$ cat src/rtl/styler_pkg.sv
// -----------------------------------------------------------------------------
// styler_pkg
// Shared types and constants for the frame-level styler sequencer:
//   - sequencer state enum (IDLE / RUN / DRAIN)
//   - cell geometry (16 scanlines per cell, 8-bit row/column addresses)
//   - output FIFO entry {data, sol, eol, eof}
//   - raster-order cell address stepping helpers, shared by the request
//     and response counters so both walk the frame identically
// -----------------------------------------------------------------------------
package styler_pkg;

    localparam int SCANLINES = 16;
    localparam int SCAN_W    = 4;
    localparam int ROW_W     = 8;
    localparam int COL_W     = 8;
    localparam int WORD_W    = 16;

    typedef enum logic [1:0] {
        ST_IDLE  = 2'd0,
        ST_RUN   = 2'd1,
        ST_DRAIN = 2'd2
    } seq_state_e;

    typedef struct packed {
        logic [WORD_W-1:0] data;
        logic              sol;
        logic              eol;
        logic              eof;
    } pix_entry_t;

    typedef struct packed {
        logic [ROW_W-1:0]  row;
        logic [SCAN_W-1:0] scan;
        logic [COL_W-1:0]  col;
    } cell_addr_t;

    // Raster step: column fastest, then scanline, then row.
    function automatic cell_addr_t cell_next(input cell_addr_t cur,
                                             input logic [COL_W-1:0] col_last);
        cell_addr_t nxt;
        nxt = cur;
        if (cur.col == col_last) begin
            nxt.col  = '0;
            // 4-bit scanline wraps 15 -> 0 on its own.
            nxt.scan = cur.scan + 1'b1;
            if (cur.scan == SCAN_W'(SCANLINES - 1)) begin
                nxt.row = cur.row + 1'b1;
            end
        end else begin
            nxt.col = cur.col + 1'b1;
        end
        return nxt;
    endfunction

    function automatic logic cell_is_last(input cell_addr_t cur,
                                          input logic [ROW_W-1:0] row_last,
                                          input logic [COL_W-1:0] col_last);
        return (cur.row == row_last) &&
               (cur.scan == SCAN_W'(SCANLINES - 1)) &&
               (cur.col == col_last);
    endfunction

endpackage

$ cat src/rtl/styler_seq_fifo.sv
// -----------------------------------------------------------------------------
// styler_seq_fifo
// Two-entry synchronous FIFO holding styled words for the pixel serializer.
// The head entry is read straight from storage, so it is registered.
// Ports:
//   clk_i, rst_i   clock, synchronous active-high reset (flushes the FIFO)
//   push_i, data_i write request and entry
//   pop_i          read request (caller only pops when count_o != 0)
//   head_o         entry at the head (meaningful only when count_o != 0)
//   count_o        number of stored entries, 0..2
// -----------------------------------------------------------------------------
module styler_seq_fifo
    import styler_pkg::*;
(
    input  logic       clk_i,
    input  logic       rst_i,
    input  logic       push_i,
    input  pix_entry_t data_i,
    input  logic       pop_i,
    output pix_entry_t head_o,
    output logic [1:0] count_o
);

    pix_entry_t mem_q [2];
    logic       wr_ptr_q;
    logic       rd_ptr_q;
    logic [1:0] count_q;
    logic       do_push;
    logic       do_pop;

    // A push into a full FIFO is only legal when the head leaves that cycle.
    assign do_push = push_i && ((count_q != 2'd2) || pop_i);
    assign do_pop  = pop_i && (count_q != 2'd0);

    // NOTE: sequential state uses non-blocking assignments so every register
    // samples the pre-edge values of the others.
    always_ff @(posedge clk_i) begin
        if (rst_i) begin
            wr_ptr_q <= 1'b0;
            rd_ptr_q <= 1'b0;
            count_q  <= 2'd0;
        end else begin
            if (do_push) begin
                wr_ptr_q <= ~wr_ptr_q;
            end
            if (do_pop) begin
                rd_ptr_q <= ~rd_ptr_q;
            end
            count_q <= count_q + {1'b0, do_push} - {1'b0, do_pop};
        end
    end

    // NOTE: storage is deliberately not reset; emptiness is tracked by
    // count_q and consumers qualify the head with the count.
    always_ff @(posedge clk_i) begin
        if (do_push) begin
            mem_q[wr_ptr_q] <= data_i;
        end
    end

    assign head_o  = mem_q[rd_ptr_q];
    assign count_o = count_q;

endmodule

$ cat src/rtl/styler_sequencer.sv
// -----------------------------------------------------------------------------
// styler_sequencer
// Walks a COLS x ROWS text frame (row -> scanline -> column), issues one
// fetch/style request per cell-scanline, and buffers the in-order styled
// words in a 2-entry FIFO for the pixel serializer. Also owns the per-frame
// faint/blink/cursor phase signals and the per-cell cursor enable.
// Ports:
//   clk, rst                    clock, synchronous active-high reset
//   frame_start                 pulse: start a frame (ignored while busy)
//   cursor_row, cursor_col      cursor cell position
//   req_valid/req_ready         request handshake to the fetch path
//   req_row/col/scanline/cursor request payload
//   resp_valid, resp_bitmap     in-order styled word from the datapath
//   pix_valid/pix_ready         output word handshake to the serializer
//   pix_data/sol/eol/eof        output word and its position tags
//   faint/blink/cursor_phase    frame-rate phases, constant within a frame
//   busy                        frame in progress
//   overrun                     pulse: frame_start arrived while busy
// -----------------------------------------------------------------------------
module styler_sequencer
    import styler_pkg::*;
#(
    parameter int COLS       = 80,
    parameter int ROWS       = 25,
    parameter int BLINK_DIV  = 32,
    parameter int CURSOR_DIV = 16
) (
    input  logic              clk,
    input  logic              rst,
    input  logic              frame_start,
    input  logic [ROW_W-1:0]  cursor_row,
    input  logic [COL_W-1:0]  cursor_col,
    output logic              req_valid,
    input  logic              req_ready,
    output logic [ROW_W-1:0]  req_row,
    output logic [COL_W-1:0]  req_col,
    output logic [SCAN_W-1:0] req_scanline,
    output logic              req_cursor,
    input  logic              resp_valid,
    input  logic [WORD_W-1:0] resp_bitmap,
    output logic              pix_valid,
    input  logic              pix_ready,
    output logic [WORD_W-1:0] pix_data,
    output logic              pix_sol,
    output logic              pix_eol,
    output logic              pix_eof,
    output logic              faint_phase,
    output logic              blink_phase,
    output logic              cursor_phase,
    output logic              busy,
    output logic              overrun
);

    localparam logic [COL_W-1:0] COL_LAST = COL_W'(COLS - 1);
    localparam logic [ROW_W-1:0] ROW_LAST = ROW_W'(ROWS - 1);
    localparam int BLINK_W  = (BLINK_DIV  > 1) ? $clog2(BLINK_DIV)  : 1;
    localparam int CURSOR_W = (CURSOR_DIV > 1) ? $clog2(CURSOR_DIV) : 1;
    localparam logic [BLINK_W-1:0]  BLINK_LAST  = BLINK_W'(BLINK_DIV - 1);
    localparam logic [CURSOR_W-1:0] CURSOR_LAST = CURSOR_W'(CURSOR_DIV - 1);

    seq_state_e          state_q, state_d;
    cell_addr_t          req_q, req_d;
    cell_addr_t          rsp_q, rsp_d;
    logic [1:0]          out_q, out_d;
    logic                faint_q, faint_d;
    logic                blink_q, blink_d;
    logic                cphase_q, cphase_d;
    logic                overrun_q, overrun_d;
    logic [BLINK_W-1:0]  blink_cnt_q, blink_cnt_d;
    logic [CURSOR_W-1:0] cursor_cnt_q, cursor_cnt_d;

    logic       credit_ok;
    logic       req_fire;
    logic       rsp_take;
    logic       pix_pop;
    logic [1:0] fifo_cnt;
    pix_entry_t fifo_head;
    pix_entry_t push_entry;

    // Credits cover words in flight plus words buffered, so the FIFO can
    // never be asked to hold a third word.
    assign credit_ok = ({1'b0, out_q} + {1'b0, fifo_cnt}) < 3'd2;
    assign req_valid = (state_q == ST_RUN) && credit_ok;
    assign req_fire  = req_valid && req_ready;
    // Responses with nothing outstanding belong to a flushed frame.
    assign rsp_take  = resp_valid && (out_q != 2'd0);
    assign pix_pop   = pix_valid && pix_ready;

    assign push_entry.data = resp_bitmap;
    assign push_entry.sol  = (rsp_q.col == '0);
    assign push_entry.eol  = (rsp_q.col == COL_LAST);
    assign push_entry.eof  = cell_is_last(rsp_q, ROW_LAST, COL_LAST);

    styler_seq_fifo u_fifo (
        .clk_i   (clk),
        .rst_i   (rst),
        .push_i  (rsp_take),
        .data_i  (push_entry),
        .pop_i   (pix_pop),
        .head_o  (fifo_head),
        .count_o (fifo_cnt)
    );

    // NOTE: every next-state variable is given its hold value first so no
    // path through the block leaves one unassigned (which would infer a latch).
    always_comb begin
        state_d      = state_q;
        req_d        = req_q;
        rsp_d        = rsp_q;
        faint_d      = faint_q;
        blink_d      = blink_q;
        cphase_d     = cphase_q;
        blink_cnt_d  = blink_cnt_q;
        cursor_cnt_d = cursor_cnt_q;
        overrun_d    = frame_start && (state_q != ST_IDLE);
        out_d        = out_q + {1'b0, req_fire} - {1'b0, rsp_take};

        if (rsp_take) begin
            rsp_d = cell_next(rsp_q, COL_LAST);
        end

        case (state_q)
            ST_IDLE: begin
                if (frame_start) begin
                    state_d = ST_RUN;
                    req_d   = '0;
                    rsp_d   = '0;
                    out_d   = '0;
                    faint_d = ~faint_q;
                    if (blink_cnt_q == BLINK_LAST) begin
                        blink_cnt_d = '0;
                        blink_d     = ~blink_q;
                    end else begin
                        blink_cnt_d = blink_cnt_q + 1'b1;
                    end
                    if (cursor_cnt_q == CURSOR_LAST) begin
                        cursor_cnt_d = '0;
                        cphase_d     = ~cphase_q;
                    end else begin
                        cursor_cnt_d = cursor_cnt_q + 1'b1;
                    end
                end
            end
            ST_RUN: begin
                if (req_fire) begin
                    req_d = cell_next(req_q, COL_LAST);
                    if (cell_is_last(req_q, ROW_LAST, COL_LAST)) begin
                        state_d = ST_DRAIN;
                    end
                end
            end
            ST_DRAIN: begin
                // Leave on the edge that pops the last word so busy drops
                // the cycle right after it.
                if ((out_q == 2'd0) &&
                    ((fifo_cnt == 2'd0) || ((fifo_cnt == 2'd1) && pix_pop))) begin
                    state_d = ST_IDLE;
                end
            end
            default: begin
                state_d = ST_IDLE;
            end
        endcase
    end

    always_ff @(posedge clk) begin
        if (rst) begin
            state_q      <= ST_IDLE;
            req_q        <= '0;
            rsp_q        <= '0;
            out_q        <= '0;
            faint_q      <= 1'b0;
            blink_q      <= 1'b0;
            cphase_q     <= 1'b0;
            overrun_q    <= 1'b0;
            blink_cnt_q  <= '0;
            cursor_cnt_q <= '0;
        end else begin
            state_q      <= state_d;
            req_q        <= req_d;
            rsp_q        <= rsp_d;
            out_q        <= out_d;
            faint_q      <= faint_d;
            blink_q      <= blink_d;
            cphase_q     <= cphase_d;
            overrun_q    <= overrun_d;
            blink_cnt_q  <= blink_cnt_d;
            cursor_cnt_q <= cursor_cnt_d;
        end
    end

    assign req_row      = req_q.row;
    assign req_col      = req_q.col;
    assign req_scanline = req_q.scan;
    // Qualified by req_valid so the enable is quiet outside live requests.
    assign req_cursor   = req_valid && (req_q.row == cursor_row) && (req_q.col == cursor_col);

    assign pix_valid = (fifo_cnt != 2'd0);
    assign pix_data  = pix_valid ? fifo_head.data : '0;
    assign pix_sol   = pix_valid && fifo_head.sol;
    assign pix_eol   = pix_valid && fifo_head.eol;
    assign pix_eof   = pix_valid && fifo_head.eof;

    assign faint_phase  = faint_q;
    assign blink_phase  = blink_q;
    assign cursor_phase = cphase_q;
    assign busy         = (state_q != ST_IDLE);
    assign overrun      = overrun_q;

endmodule

$ cat config.mk
export PLATFORM = sky130hd
export DESIGN_NAME = styler_sequencer
export DESIGN_NICKNAME = d
export VERILOG_FILES = /design/src/rtl/styler_pkg.sv /design/src/rtl/styler_seq_fifo.sv /design/src/rtl/styler_sequencer.sv
export SDC_FILE = /design/constraint.sdc
export NUM_CORES = 1
export LEC_CHECK = 0
export CORE_MARGIN = 8
export CORE_UTILIZATION = 40
export DETAILED_ROUTE_END_ITERATION = 6
export PLACE_DENSITY = 0.66
export SETUP_SLACK_MARGIN = 0.15
export SYNTH_ARGS = -nofsm -noshare
export SYNTH_HDL_FRONTEND = slang
export SYNTH_SLANG_ARGS = --single-unit
export TNS_END_PERCENT = 1
$ cat constraint.sdc
create_clock -name clk -period 2.4 [get_ports clk]
set_input_delay 0.48 -clock clk [delete_from_list [all_inputs] [get_ports clk]]
set_output_delay 0.48 -clock clk [all_outputs]
set_load 0.05 [all_outputs]
==> flow_summary.yaml <==
clocking:
  clkSinkCount: 100
  htreeDepth: 3
  cts_root_buf: "clkbuf_16"
  clk_latency_ps: 340
  cts.clk_slew.worst_paths_ps: 70
  numCtsBuffers: 9
  cts_tree: "done"
  ctsHoldBuffers: 0
  cts_buffer_depth: 2
grt:
  antenna_found_initial: 0
  grt_max_degree: 23
  grt_pass1_vias: 3840
  grt_pass1_wl_um: 18700
  grt_usage_pct: 14.1
  overflow: 0
timing:
  setup_viol: 2
  final.setup.worst_slack_ps: -173
  hold_violations: 0
  fin_worst_skew_ps: 7.84
  fin_crit_ps: 2570
  setup_tns_ps: -188
  min_period_over_period_pct: 107
  rsz0062_at_grt: "true"
  whs_ps: 478
  clock.fmax_mhz: 389
  final_max_slew_viol_count: 0
  max-slew-margin-rel_pct: 63.3
  tightest_slew_ps: 550
critical_path:
  r2r_start: "u_fifo.count_o[0]"
  crit_type: "register to primary output"
  r2r-end: "out_q[1]"
  cp.arrival_ps: 2090
  r2r_cells: 11
  reg2reg_setup_slack_ps: 50
  path_max_fanout: 2
  crit_required_ps: 1920
  end_kind: "primary output"
  start_kind: "register"
cells_and_area:
  fillers: 1019
  fin_cells: 719
  drive_above_1_share_pct: 14.2
  diodes: 0
  area_delta_synth_final_pct: 32.7
  finalCoreUtilization_pct: 54.4
  nets: 626
placed_design:
  portBuffers: 84
  hpwl_um: 7930
  dpl.cell_count: 702
  gp_congestion: 0.842
drt:
  drt-initial-drc-count: 137
  wl_met1_um: 4850
  vias: 3783
  routed_wl_um: 10900
  wire_per_inst_um: 15.2
  wl_met2_um: 5250
  ant_nets: 0
  dr.pass1.iters: 5
  vias_per_cell: 5.26
  dr_wl_met3_um: 717
  drc: 0
  highest_layer: "met4"
floorplan:
  num_rows: 39
  die_area_um2: 15400
  core_um2: 11400
  initial_utilization_pct: 41.0
  dieHeight_um: 124
  dieWidth_um: 124
  num_io_pins: 85
yosys:
  syn_area_per_cell_um2: 10.1
  synth_nets: 517
  synth_edf_count: 38
  ys_ff_latch: 100
  synthCells: 462
  netlist_area_um2: 4680
  synthFlopType: "dfxtp_1"
  yosysWarnings: 0
  synth-seq-area-share_pct: 50.9
  synth.distinct_cells: 48
  synthArstFlopShare_pct: 0
min_path:
  hold_path_end: "blink_cnt_q[4]"
  hold_depth: 2
  min_from: "blink_cnt_q[4]"
  worstHoldPathType: "register to register"
power_and_ir_drop:
  leakage_nw: 2.29
  ir_worst_vdd_mv: 0.957
  power_mw: 4.91
  p_per_area_nw_per_um2: 791
outcome:
  status: "finished, violations left"
  violations: "setup timing"
flow_run:
  drv_cap: 0
cell usage after synthesis, types with 2 or more instances:
cell type	instances	area (um^2)
o21a_1	2	15.0
and4_1	3	26.3
xor2_1	20	175
edfxtp_1	38	1140
nand2b_1	3	18.8
o21ai_0	10	50.1
nor4_1	7	43.8
and3_1	6	37.5
clkbuf_1	16	60.1
nand2_1	31	116
nor2b_1	4	25.0
or3_1	6	37.5
xnor2_1	20	175
mux2i_1	21	210
inv_1	15	56.3
nor2_1	50	188
a211oi_1	3	22.5
nand4_1	17	106
o31ai_1	13	97.6
and2_1	4	25.0
dfxtp_1	62	1240
ha_1	16	200
nand3_1	14	70.1
a21o_1	2	15.0
nor3_1	6	30.0
or4_1	13	97.6
a31oi_1	3	18.8
and3b_1	2	17.5
a21oi_1	33	165
buf_2	2	10.0
nor3b_1	3	22.5
cells by family (layout without fill, tap and decap cells):
kind of cell,Yosys count,after routing,share of synthesized area [%]
adder cells (fa/ha/maj),17,17,4.70
AND/OR/NAND/NOR,177,177,20.0
buffers and inverters,34,148,2.78
XOR/XNOR,40,40,7.48
AO/OA/AOI/OAI,73,73,9.72
flip-flops,100,100,50.9
multiplexers,21,21,4.49
placed cells by master, fill, tap and decap left out, types with 3 or more instances in the layout:
cell type        Yosys  layout
inv_1               15      15
and2_1               4       4
or3_1                6       6
o31ai_1             13      13
nand2_1             31      31
and4_1               3       3
nor2b_1              4       4
nor3_1               6       4
nand4_1             17      17
dfxtp_1             62      62
mux2i_1             21      21
inv_6                0       3
nor4_1               7       7
a21oi_1             33      33
xor2_1              20      20
buf_12               0       5
edfxtp_1            38      38
ha_1                16      16
nor2_1              50      50
a211oi_1             3       3
buf_4                0      49
xnor2_1             20      20
clkdlybuf4s50_1      0      58
clkbuf_16            0       9
or4_1               13      13
and3_1               6       6
o21ai_0             10      10
nand3_1             14      14
nand2b_1             3       3
a31oi_1              3       3
worst max-delay path by stage:
stage	startpoint	endpoint	slack, ps	cells past startpoint
after floorplan	u_fifo.count_o[0]	req_cursor	-320	5
after global placement	cursor_col[6]	req_cursor	30	6
after detailed placement	frame_start	blink_cnt_q[2]	20	4
after CTS	u_fifo.count_o[0]	req_cursor	-230	6
after global routing	u_fifo.count_o[0]	req_cursor	-250	6
final	u_fifo.count_o[0]	req_cursor	-170	6
power breakdown:
part / internal [mW] / leakage, nW / switching [mW] / total [mW]
Sequential: 1.84 / 0.839 / 0.0348 / 1.87
Clock: 0.729 / 0.142 / 0.687 / 1.42
Combinational: 0.586 / 1.31 / 1.04 / 1.62
stage by stage:
step	setup WS, ps	area, um^2
6_report	-173	6210
5_1_grt	-252	6210
4_1_cts	-228	6210
3_5_place_dp	22.9	5900
3_3_place_gp	31.5	5900
2_1_floorplan	-318	4710
cell type report:
class	instances	area, um^2	area share [%]
Multi-Input combinational cell	328	2210	35.6
Inverter	16	60.1	0.966
Timing Repair Buffer	116	1090	17.5
Tap cell	143	179	2.88
Sequential cell	100	2380	38.3
Clock inverter	7	66.3	1.07
Clock buffer	9	225	3.62
critical path, cell delays in order, from the launching register on:
cell and delay (ps):
dfxtp_1 310, and2_1 160, fa_1 500, nor3b_4 250
nand4_1 180, nor3_4 200, buf_12 160
registers in the layout, summed over array words and instances, names as in the netlist, 2 cells and up, named ones only:
| register | count |
|---|---|
| u_fifo.mem_q | 38 |
| rsp_q | 20 |
| req_col | 8 |
| req_row | 8 |
| blink_cnt_q | 5 |
| cursor_cnt_q | 4 |
| req_scanline | 4 |
| out_q | 2 |
| state_q | 2 |
| u_fifo.count_o | 2 |
routing by layer:
layer	vias to the layer above	GRT usage, %
met2	108	23.2
li1	1895	-
met1	1772	17.8
met4	0	3.26
met3	8	4.30
met5	-	0
what timing repair did:
| item | 4_1_cts | 5_1_grt |
|---|---|---|
| pin swaps | 8 | 1 |
| setup buffers | 1 | 0 |
| setup endpoints to repair | 14 | 21 |
| resized for setup | 5 | 3 |
Note: power is estimated with default switching activity, not from simulation.
